--- src/rtl/mul_div_unit_if.sv ---
// mul_div_unit_if
//   Bundles the request, MTHI/MTLO and result signals of the MIPS
//   multiply/divide unit. The master modport is used by the issuing
//   control/datapath side, the slave modport by mul_div_unit itself.
//
//   start  : begin an operation (sampled only while busy=0)
//   op     : 00 MULT, 01 MULTU, 10 DIV, 11 DIVU
//   src_a  : rs value (multiplicand / dividend)
//   src_b  : rt value (multiplier / divisor)
//   hi_we  : MTHI write enable
//   lo_we  : MTLO write enable
//   wdata  : MTHI/MTLO data
//   busy   : operation in progress
//   done   : one-cycle pulse when an operation updates HI/LO
//   hi, lo : architectural HI/LO registers
interface mul_div_unit_if #(
    parameter int XLEN = 32
);
    logic            start;
    logic [1:0]      op;
    logic [XLEN-1:0] src_a;
    logic [XLEN-1:0] src_b;
    logic            hi_we;
    logic            lo_we;
    logic [XLEN-1:0] wdata;
    logic            busy;
    logic            done;
    logic [XLEN-1:0] hi;
    logic [XLEN-1:0] lo;

    modport master (
        output start, op, src_a, src_b, hi_we, lo_we, wdata,
        input  busy, done, hi, lo
    );

    modport slave (
        input  start, op, src_a, src_b, hi_we, lo_we, wdata,
        output busy, done, hi, lo
    );
endinterface

--- src/rtl/mul_div_unit.sv ---
// mul_div_unit
//   Iterative multiply/divide unit with the architectural HI/LO registers.
//   Executes MULT/MULTU (unsigned shift-add on operand magnitudes) and
//   DIV/DIVU (restoring division on magnitudes), one bit per cycle, plus
//   MTHI/MTLO writes while idle.
//
//   Ports:
//     clk   : clock, all state changes on posedge
//     rstn  : asynchronous active-low reset
//     bus   : mul_div_unit_if.slave (start/op/src_a/src_b/hi_we/lo_we/wdata
//             in, busy/done/hi/lo out)
//
//   Timing: start accepted at edge E0, ITER iteration edges (E1..E32),
//   sign fix and HI/LO write at E33 with done high the following cycle.
module mul_div_unit #(
    parameter int XLEN = 32,
    parameter int ITER = 32
) (
    input  logic             clk,
    input  logic             rstn,
    mul_div_unit_if.slave    bus
);

    localparam int CNT_W = $clog2(ITER + 1);

    typedef enum logic [1:0] {
        IDLE = 2'd0,
        CALC = 2'd1,
        FIX  = 2'd2
    } state_t;

    state_t              state;
    logic [CNT_W-1:0]    cnt;
    logic                is_div;     // latched op[1]
    logic                sign_q;     // negate product / quotient
    logic                sign_r;     // negate remainder
    logic                div_zero;   // divisor was zero
    logic [XLEN-1:0]     raw_a;      // unmodified dividend for divide-by-zero
    logic [XLEN-1:0]     opd;        // multiplicand magnitude or divisor magnitude
    logic [2*XLEN-1:0]   acc;        // mult: {partial product, multiplier}; div: {remainder, quotient}
    logic [XLEN-1:0]     hi_r;
    logic [XLEN-1:0]     lo_r;
    logic                done_r;

    // Conditional two's-complement negation helpers.
    function automatic logic [XLEN-1:0] cneg_x(input logic [XLEN-1:0] v, input logic neg);
        return neg ? (~v + XLEN'(1)) : v;
    endfunction

    function automatic logic [2*XLEN-1:0] cneg_2x(input logic [2*XLEN-1:0] v, input logic neg);
        return neg ? (~v + (2*XLEN)'(1)) : v;
    endfunction

    // Operand decode at acceptance: signed ops use magnitudes plus sign flags.
    logic                    op_signed;
    logic signed [XLEN-1:0]  a_s;
    logic signed [XLEN-1:0]  b_s;
    logic                    sa_in;
    logic                    sb_in;
    logic [XLEN-1:0]         mag_a_in;
    logic [XLEN-1:0]         mag_b_in;

    always_comb begin
        op_signed = ~bus.op[0];
        a_s       = $signed(bus.src_a);
        b_s       = $signed(bus.src_b);
        sa_in     = op_signed & (a_s < 0);
        sb_in     = op_signed & (b_s < 0);
        mag_a_in  = cneg_x(bus.src_a, sa_in);
        mag_b_in  = cneg_x(bus.src_b, sb_in);
    end

    // One iteration of each algorithm.
    logic [XLEN:0]       sum_m;
    logic [XLEN:0]       trial;
    logic [2*XLEN-1:0]   mul_next;
    logic [2*XLEN-1:0]   div_next;

    always_comb begin
        // Shift-add: add multiplicand to the upper half when the current
        // multiplier bit is set, then shift the whole accumulator right,
        // pulling the carry in at the top.
        sum_m    = {1'b0, acc[2*XLEN-1:XLEN]} + {1'b0, opd};
        mul_next = acc[0] ? {sum_m, acc[XLEN-1:1]} : {1'b0, acc[2*XLEN-1:1]};
        // Restoring division: the shifted remainder needs XLEN+1 bits since
        // the remainder can be as large as divisor-1 before shifting.
        trial    = acc[2*XLEN-1:XLEN-1] - {1'b0, opd};
        div_next = trial[XLEN] ? {acc[2*XLEN-2:0], 1'b0}
                               : {trial[XLEN-1:0], acc[XLEN-2:0], 1'b1};
    end

    always_ff @(posedge clk or negedge rstn) begin
        if (!rstn) begin
            state    <= IDLE;
            cnt      <= '0;
            is_div   <= 1'b0;
            sign_q   <= 1'b0;
            sign_r   <= 1'b0;
            div_zero <= 1'b0;
            raw_a    <= '0;
            opd      <= '0;
            acc      <= '0;
            hi_r     <= '0;
            lo_r     <= '0;
            done_r   <= 1'b0;
        end else begin
            done_r <= 1'b0;
            case (state)
                IDLE: begin
                    if (bus.start) begin
                        // start has priority over a same-cycle MTHI/MTLO
                        is_div   <= bus.op[1];
                        sign_q   <= sa_in ^ sb_in;
                        sign_r   <= sa_in;
                        div_zero <= (bus.src_b == '0);
                        raw_a    <= bus.src_a;
                        opd      <= bus.op[1] ? mag_b_in : mag_a_in;
                        acc      <= bus.op[1] ? {{XLEN{1'b0}}, mag_a_in}
                                              : {{XLEN{1'b0}}, mag_b_in};
                        cnt      <= '0;
                        state    <= CALC;
                    end else begin
                        if (bus.hi_we) hi_r <= bus.wdata;
                        if (bus.lo_we) lo_r <= bus.wdata;
                    end
                end
                CALC: begin
                    acc <= is_div ? div_next : mul_next;
                    cnt <= cnt + CNT_W'(1);
                    if (cnt == CNT_W'(ITER - 1)) state <= FIX;
                end
                FIX: begin
                    if (!is_div) begin
                        {hi_r, lo_r} <= cneg_2x(acc, sign_q);
                    end else if (div_zero) begin
                        // Divide by zero: defined result, no sign handling.
                        lo_r <= '1;
                        hi_r <= raw_a;
                    end else begin
                        lo_r <= cneg_x(acc[XLEN-1:0], sign_q);
                        hi_r <= cneg_x(acc[2*XLEN-1:XLEN], sign_r);
                    end
                    done_r <= 1'b1;
                    state  <= IDLE;
                end
                default: state <= IDLE;
            endcase
        end
    end

    assign bus.busy = (state != IDLE);
    assign bus.done = done_r;
    assign bus.hi   = hi_r;
    assign bus.lo   = lo_r;

endmodule

--- src/flat_wrapper.sv ---
// flat-port wrapper written by rule: the top's interface ports become plain ports
module mul_div_unit_flat 
#(
    parameter int XLEN = 32,
    parameter int ITER = 32
)
  (clk, rstn, bus_start, bus_op, bus_src_a, bus_src_b, bus_hi_we, bus_lo_we, bus_wdata, bus_busy, bus_done, bus_hi, bus_lo);
  mul_div_unit_if #(.XLEN(XLEN)) bus_i ();
  input  logic clk;
  input  logic rstn;
  input wire logic [$bits(bus_i.start)-1:0] bus_start;
  input wire logic [$bits(bus_i.op)-1:0] bus_op;
  input wire logic [$bits(bus_i.src_a)-1:0] bus_src_a;
  input wire logic [$bits(bus_i.src_b)-1:0] bus_src_b;
  input wire logic [$bits(bus_i.hi_we)-1:0] bus_hi_we;
  input wire logic [$bits(bus_i.lo_we)-1:0] bus_lo_we;
  input wire logic [$bits(bus_i.wdata)-1:0] bus_wdata;
  output wire logic [$bits(bus_i.busy)-1:0] bus_busy;
  output wire logic [$bits(bus_i.done)-1:0] bus_done;
  output wire logic [$bits(bus_i.hi)-1:0] bus_hi;
  output wire logic [$bits(bus_i.lo)-1:0] bus_lo;
  assign bus_i.start = bus_start;
  assign bus_i.op = bus_op;
  assign bus_i.src_a = bus_src_a;
  assign bus_i.src_b = bus_src_b;
  assign bus_i.hi_we = bus_hi_we;
  assign bus_i.lo_we = bus_lo_we;
  assign bus_i.wdata = bus_wdata;
  assign bus_busy = bus_i.busy;
  assign bus_done = bus_i.done;
  assign bus_hi = bus_i.hi;
  assign bus_lo = bus_i.lo;
  mul_div_unit #(.XLEN(XLEN), .ITER(ITER)) u_core (.clk(clk), .rstn(rstn), .bus(bus_i));
endmodule
--- config.mk ---
export PLATFORM = sky130hd
export DESIGN_NAME = mul_div_unit_flat
export DESIGN_NICKNAME = d
export VERILOG_FILES = /design/src/rtl/mul_div_unit_if.sv /design/src/rtl/mul_div_unit.sv /design/src/flat_wrapper.sv
export SDC_FILE = /design/constraint.sdc
export NUM_CORES = 1
export LEC_CHECK = 0
export BUFFER_PORTS_ARGS = -buffer_cell sky130_fd_sc_hd__buf_2
export CAP_MARGIN = 0
export CORE_MARGIN = 8
export CORE_UTILIZATION = 55
export CTS_CLUSTER_SIZE = 40
export DETAILED_ROUTE_END_ITERATION = 10
export HOLD_SLACK_MARGIN = 0.05
export PLACE_DENSITY = 0.81
export SLEW_MARGIN = 20
export SYNTH_ARGS = -nofsm -noshare
export SYNTH_HDL_FRONTEND = slang
export SYNTH_SLANG_ARGS = --single-unit
export TNS_END_PERCENT = 10
--- constraint.sdc ---
create_clock -name clk -period 6.7 [get_ports clk]
set_clock_uncertainty 0.2 [all_clocks]
set_input_delay 0.67 -clock clk [delete_from_list [all_inputs] [get_ports clk]]
set_output_delay 0.67 -clock clk [all_outputs]
set_load 0.05 [all_outputs]
## Word-level counts from Yosys, hierarchy flattened

Cells that the tools add are included.

| storage, ports and cells | value |
|---|---|
| bits of input ports | 103 |
| word-level logic and storage cells | 77 |
| bits in registers | 205 |
| output and inout port bits | 66 |

| cells by class | value |
|---|---|
| eq/ne operators | 8 |
| reduce and logical (&&, ||, !) cells | 10 |
| mux-type cells | 28 |
| magnitude comparators | 2 |
| add/subtract/negate cells | 8 |
| bitwise gates (word level) | 9 |

Operators by type and width:

| cell | count |
|---|---|
| 32-bit 2-to-1 mux | 14 |
| 64-bit 2-to-1 mux | 5 |
| 32-bit by 1-bit adder with 32-bit output, second input constant | 4 |
| 32-bit inverter | 4 |
| 32-bit one-hot mux with 2 select lines | 2 |
| 64-bit one-hot mux with 2 select lines | 1 |
| 64-bit by 1-bit adder with 64-bit output, second input constant | 1 |
| 32-bit by 1-bit less-than comparator with 1-bit output, second input constant | 2 |
| 64-bit inverter | 1 |
| 32-bit by 32-bit adder with 33-bit output | 1 |
| 33-bit by 32-bit subtractor with 33-bit output | 1 |
| 32-bit zero test | 1 |
| 6-bit one-hot mux with 2 select lines | 1 |
| 2-bit inequality test, second input constant | 4 |
| 6-bit by 1-bit adder with 6-bit output, second input constant | 1 |
| 6-bit by 5-bit equality test with 1-bit output, second input constant | 1 |
| 6-bit 2-to-1 mux | 1 |
| 2-bit AND reduction | 3 |
| 3-bit AND reduction | 2 |
| 2-bit nonzero test | 3 |
| 2-bit 2-to-1 mux | 2 |
| 2-bit one-hot mux with 2 select lines | 1 |
| 1-bit bitwise AND | 2 |
| 2-bit by 1-bit equality test with 1-bit output, second input constant | 1 |
| other kinds (6) | 6 |

## Depth between registers and ports, before layout

| logic depth | value |
|---|---|
| word-level depth | 6 |
| gate-level depth with buffers | 15 |
| gate-level depth less buffers | 13 |

## Worst setup path after synthesis

OpenSTA, ideal clock, no wires.

| path | value |
|---|---|
| path kind | flip-flop to flip-flop |
| from | register u_core.acc[31] |
| to | register u_core.acc[34] |
| setup time | 143 ps |
| path slack | 3,269 ps |
| clock period less this slack | 3,431 ps |
| arrival time | 3,089 ps |
| stages on the path, launching flop included | 15 |
| buffers on the path | 2 |
| data required time | 6,357 ps |
| cell sequence | dfrtp_1 inv_1 ha_1 fa_1 nand2b_1 a21oi_1 o31ai_2 o2111ai_1 nand3_2 and4b_1 or4_4 buf_6 buf_2 a31oi_1 o221ai_1 |

| between the ends | value |
|---|---|
| cells in the longest elaborated chain, start to end | 4 |

Ends and longest elaborated chain:

| what | RTL line | RTL |
|---|---|---|
| start: declaration | mul_div_unit.sv:40 | `logic [2*XLEN-1:0] acc;` |
| start signal: assignment | mul_div_unit.sv:118 | `acc <= bus.op[1] ? {{XLEN{1'b0}}, mag_a_in}` |
| start signal: assignment | mul_div_unit.sv:128 | `acc <= is_div ? div_next : mul_next;` |
| 33-bit by 32-bit subtractor with 33-bit output | mul_div_unit.sv:87 | `trial = acc[2*XLEN-1:XLEN-1] - {1'b0, opd};` |
| 64-bit 2-to-1 mux | mul_div_unit.sv:88 | `div_next = trial[XLEN] ? {acc[2*XLEN-2:0], 1'b0}` |
| 64-bit 2-to-1 mux | mul_div_unit.sv:128 |  |
| 64-bit one-hot mux with 2 select lines | mul_div_unit.sv:108 | `case (state)` |

Every way passes these cells.
A chain may end at the register's enable or synchronous reset.

## Final worst setup path

| path | value |
|---|---|
| from | register u_core.acc[31] |
| to | register u_core.acc[39] |

Same word-level chain as after synthesis.

==> summary.txt <==
Outcome: completed
Worst-case setup margin in the final layout: 2.69 ns
DRC violations left: 0
Worst Path Required: 6.93 ns
Initial Utilization: 56.0%
Max VDD drop: 0.000261 V
Final ANT Viol Nets: 0
Iteration count of the initial detailed-routing pass: 6
Overall Power: 11.8 mW
DIE HEIGHT: 193 um
Routed via count divided by cell count: 6.53
Clock H-tree levels: 1
Aggregate global-route resource usage: 32.5%
Seq/Total Area, Yosys: 29.9%
Antenna violations before repair: 0
Maximum fanout along the worst path: 44
Most common library cell in the layout ignoring fill and taps: sky130_fd_sc_hd__nand2_1
Core area: 30,700 um2
Hold violation count in the final report: 0
Maximum number of buffers from clock root to sink: 3
DP HPWL: 46,600 um
Clock tree from TritonCTS: built
RSZ-0062 raised after global routing: no
Total standard cell area after synthesis: 17,200 um2
Leading cell types in the layout, fill and taps excluded: 314 x sky130_fd_sc_hd__nand2_1, 229 x sky130_fd_sc_hd__o21ai_0, 201 x sky130_fd_sc_hd__dfrtp_1, 171 x sky130_fd_sc_hd__a21oi_1, 167 x sky130_fd_sc_hd__buf_2
Worst-margin pin slew: 1.11 ns
Top flip-flop cell by instance count after synthesis: sky130_fd_sc_hd__dfrtp_1
Num rows: 64
1st-iter DRT viols: 2,230
Routability Congestion: 1.03
Share of flip-flops with an asynchronous set or reset: 100%
Number of clock sinks: 205
Floorplan die area: 37,100 um2
Endpoint kind of the worst setup timing path: flip-flop
Total Wirelength: 61,700 um
Final antenna diode count: 0
Final TNS setup: 0 ns
Cell at the root of the clock tree: sky130_fd_sc_hd__clkbuf_16
Minimum setup slack among reg-to-reg paths: 2.69 ns
Highest clock rate: 0.249 GHz
Inserted Clock Buffers: 26
Hold crit path type: in -> reg
Number of global-route vias before repair: 16,300
Flip-flop and latch count after synthesis: 205
Total of warnings raised by yosys: 0
Overflow after GRT: 0
Yosys cell types: 79
Fraction of the cycle the final worst path needs: 59.9%
Count of final max-slew check failures: 0
Post-CTS Setup Repair Bufs: 0
Pre-CTS WS: 2.77 ns
Via Count: 17,300
Max transition margin: 25.7%
Number of synthesized flops with an enable pin: 0
Leak: 8.07 nW
Power per cell area: 623 nW/um2
CTS clock-pin slew for the worst setup and hold paths: 0.06 ns
Mean Syn Cell Area: 7.86 um2
Post-Synthesis Cells: 2,184
Worst skew pair latency: 0.54 ns
Startpoint type of the worst setup path: flip-flop
Critical path class: reg -> reg
Total of fill cells in the finished design: 2,753
Arrival @ worst endpoint: 4.24 ns
Post-route worst hold slack: 0.175 ns
Number of max-cap violations: 0
Port Buf Inserts: 168
Number of top-level pins: 169
DIE WIDTH: 193 um
Time the final worst path needs with I/O delays and setup: 4.01 ns
WL/cell: 23.3 um
Final net count: 2,405
Pin count of the biggest net entering global routing: 120
Layout overhead on the synthesized area: 10.3%
Ratio of cells with drive above 1 in the final layout: 12.4%
Global-route wire length before repair: 94,900 um
Setup violation total in the final timing report: 0
Synthesized net count: 2,358
synth_stat cells, types with 22 or more instances:
| cell type | n | area [um2] |
|---|---|---|
| sky130_fd_sc_hd__nand2_1 | 315 | 1180 |
| sky130_fd_sc_hd__o21ai_0 | 229 | 1150 |
| sky130_fd_sc_hd__dfrtp_1 | 205 | 5130 |
| sky130_fd_sc_hd__a21oi_1 | 171 | 856 |
| sky130_fd_sc_hd__clkbuf_1 | 134 | 503 |
| sky130_fd_sc_hd__nor2_1 | 131 | 492 |
| sky130_fd_sc_hd__xnor2_1 | 123 | 1080 |
| sky130_fd_sc_hd__mux2i_1 | 85 | 851 |
| sky130_fd_sc_hd__xor2_1 | 79 | 692 |
| sky130_fd_sc_hd__ha_1 | 69 | 863 |
| sky130_fd_sc_hd__inv_1 | 58 | 218 |
| sky130_fd_sc_hd__a211oi_1 | 56 | 420 |
| sky130_fd_sc_hd__nor3_1 | 41 | 205 |
| sky130_fd_sc_hd__a21o_1 | 33 | 248 |
| sky130_fd_sc_hd__nand3_1 | 31 | 155 |
| sky130_fd_sc_hd__o31ai_1 | 30 | 225 |
| sky130_fd_sc_hd__o211ai_1 | 29 | 218 |
| sky130_fd_sc_hd__o22ai_1 | 29 | 181 |
| sky130_fd_sc_hd__a22oi_1 | 25 | 188 |
| sky130_fd_sc_hd__nand2b_1 | 23 | 144 |
| sky130_fd_sc_hd__or3_1 | 22 | 138 |
critical path: stages (launching register included):
cell                        delay [ns]
sky130_fd_sc_hd__dfrtp_1          0.47
sky130_fd_sc_hd__inv_1            0.07
sky130_fd_sc_hd__ha_1             0.23
sky130_fd_sc_hd__fa_1             0.38
sky130_fd_sc_hd__nand2b_1         0.19
sky130_fd_sc_hd__a21oi_1          0.26
sky130_fd_sc_hd__o31ai_2          0.11
sky130_fd_sc_hd__o2111ai_1        0.28
sky130_fd_sc_hd__nand3_2          0.12
sky130_fd_sc_hd__and4b_1          0.23
sky130_fd_sc_hd__or4_4            0.71
sky130_fd_sc_hd__nor2_1           0.20
sky130_fd_sc_hd__a21oi_1          0.06
sky130_fd_sc_hd__a221o_1          0.35
cell families after synthesis:
| family | synth area share [%] |
|---|---|
| AOI/OAI and AO/OA | 25.6 |
| and+or+nand+nor | 18.2 |
| buffers and inverters | 5.15 |
| DFF | 29.9 |
| xor gates and xnor gates | 10.3 |
| muxes | 5.68 |
| adders and majority gates | 5.26 |
area by class of cell:
| class | count | area (um2) | share of cell area (%) |
|---|---|---|---|
| Sequential cell | 205 | 5140 | 27.1 |
| Multi-Input combinational cell | 1752 | 11200 | 59.1 |
| Clock inverter | 8 | 108 | 0.568 |
| Timing Repair Buffer | 186 | 1000 | 5.28 |
| Tap cell | 396 | 495 | 2.62 |
| Inverter | 60 | 225 | 1.19 |
| Clock buffer | 38 | 777 | 4.10 |
path summary, 6_finish.rpt:
| kind | cells after the start | end | start |
|---|---|---|---|
| hold / removal | 3 | u_core.bus.hi[15]$_DFFE_PN0P_ | bus_wdata[15] |
| min in group asynchronous | 2 | u_core.bus.lo[7]$_DFFE_PN0P_ | rstn |
| max in group asynchronous | 3 | u_core.is_div$_DFFE_PN0P_ | rstn |
| setup / recovery | 13 | u_core.acc[39]$_DFFE_PN0P_ | u_core.acc[31]$_DFFE_PN0P_ |
| hold reg to reg | 2 | u_core.bus.lo[24]$_DFFE_PN0P_ | u_core.bus.lo[24]$_DFFE_PN0P_ |
| setup reg to reg | 13 | u_core.acc[39]$_DFFE_PN0P_ | u_core.acc[31]$_DFFE_PN0P_ |
power breakdown:
| part | total, mW | internal, mW | switching, mW |
|---|---|---|---|
| clock network | 1.46 | 0.881 | 0.577 |
| logic | 7.37 | 2.86 | 4.51 |
| registers | 2.96 | 1.84 | 1.11 |
routing by layer:
metal	vias to the layer above	GRT usage, %	share of wire (%)
met2	944	48.4	43
met1	8228	45.5	42
met3	160	6.88	11
li1	7942	-	-
met5	-	0	0
met4	0	12.7	4.4
what timing repair did:
| action | 4_1_cts | 5_1_grt |
|---|---|---|
| hold buffers | 1 | 0 |
| hold endpoints to repair | 75 | 0 |
| gates resized for setup | 0 | 0 |
registers in the layout, summed over array words and instances (netlist names):
signal	count
u_core.sign_r	1
u_core.acc	64
u_core.sign_q	1
u_core.state	2
u_core.div_zero	1
u_core.raw_a	32
u_core.cnt	6
u_core.is_div	1
u_core.bus.lo	32
u_core.opd	32
u_core.bus.done	1
u_core.bus.hi	32
per-stage QoR:
| step | util, % | area [um2] | std cells |
|---|---|---|---|
| finish | 61.7 | 18900 | 2645 |
| global route | 61.7 | 18900 | 2645 |
| CTS | 61.7 | 18900 | 2645 |
| detailed placement | 58.8 | 18000 | 2598 |
| global placement | 58.8 | 18000 | 2598 |
| floorplan | - | 17200 | 2184 |
Note: power is estimated with default switching activity, not from simulation.
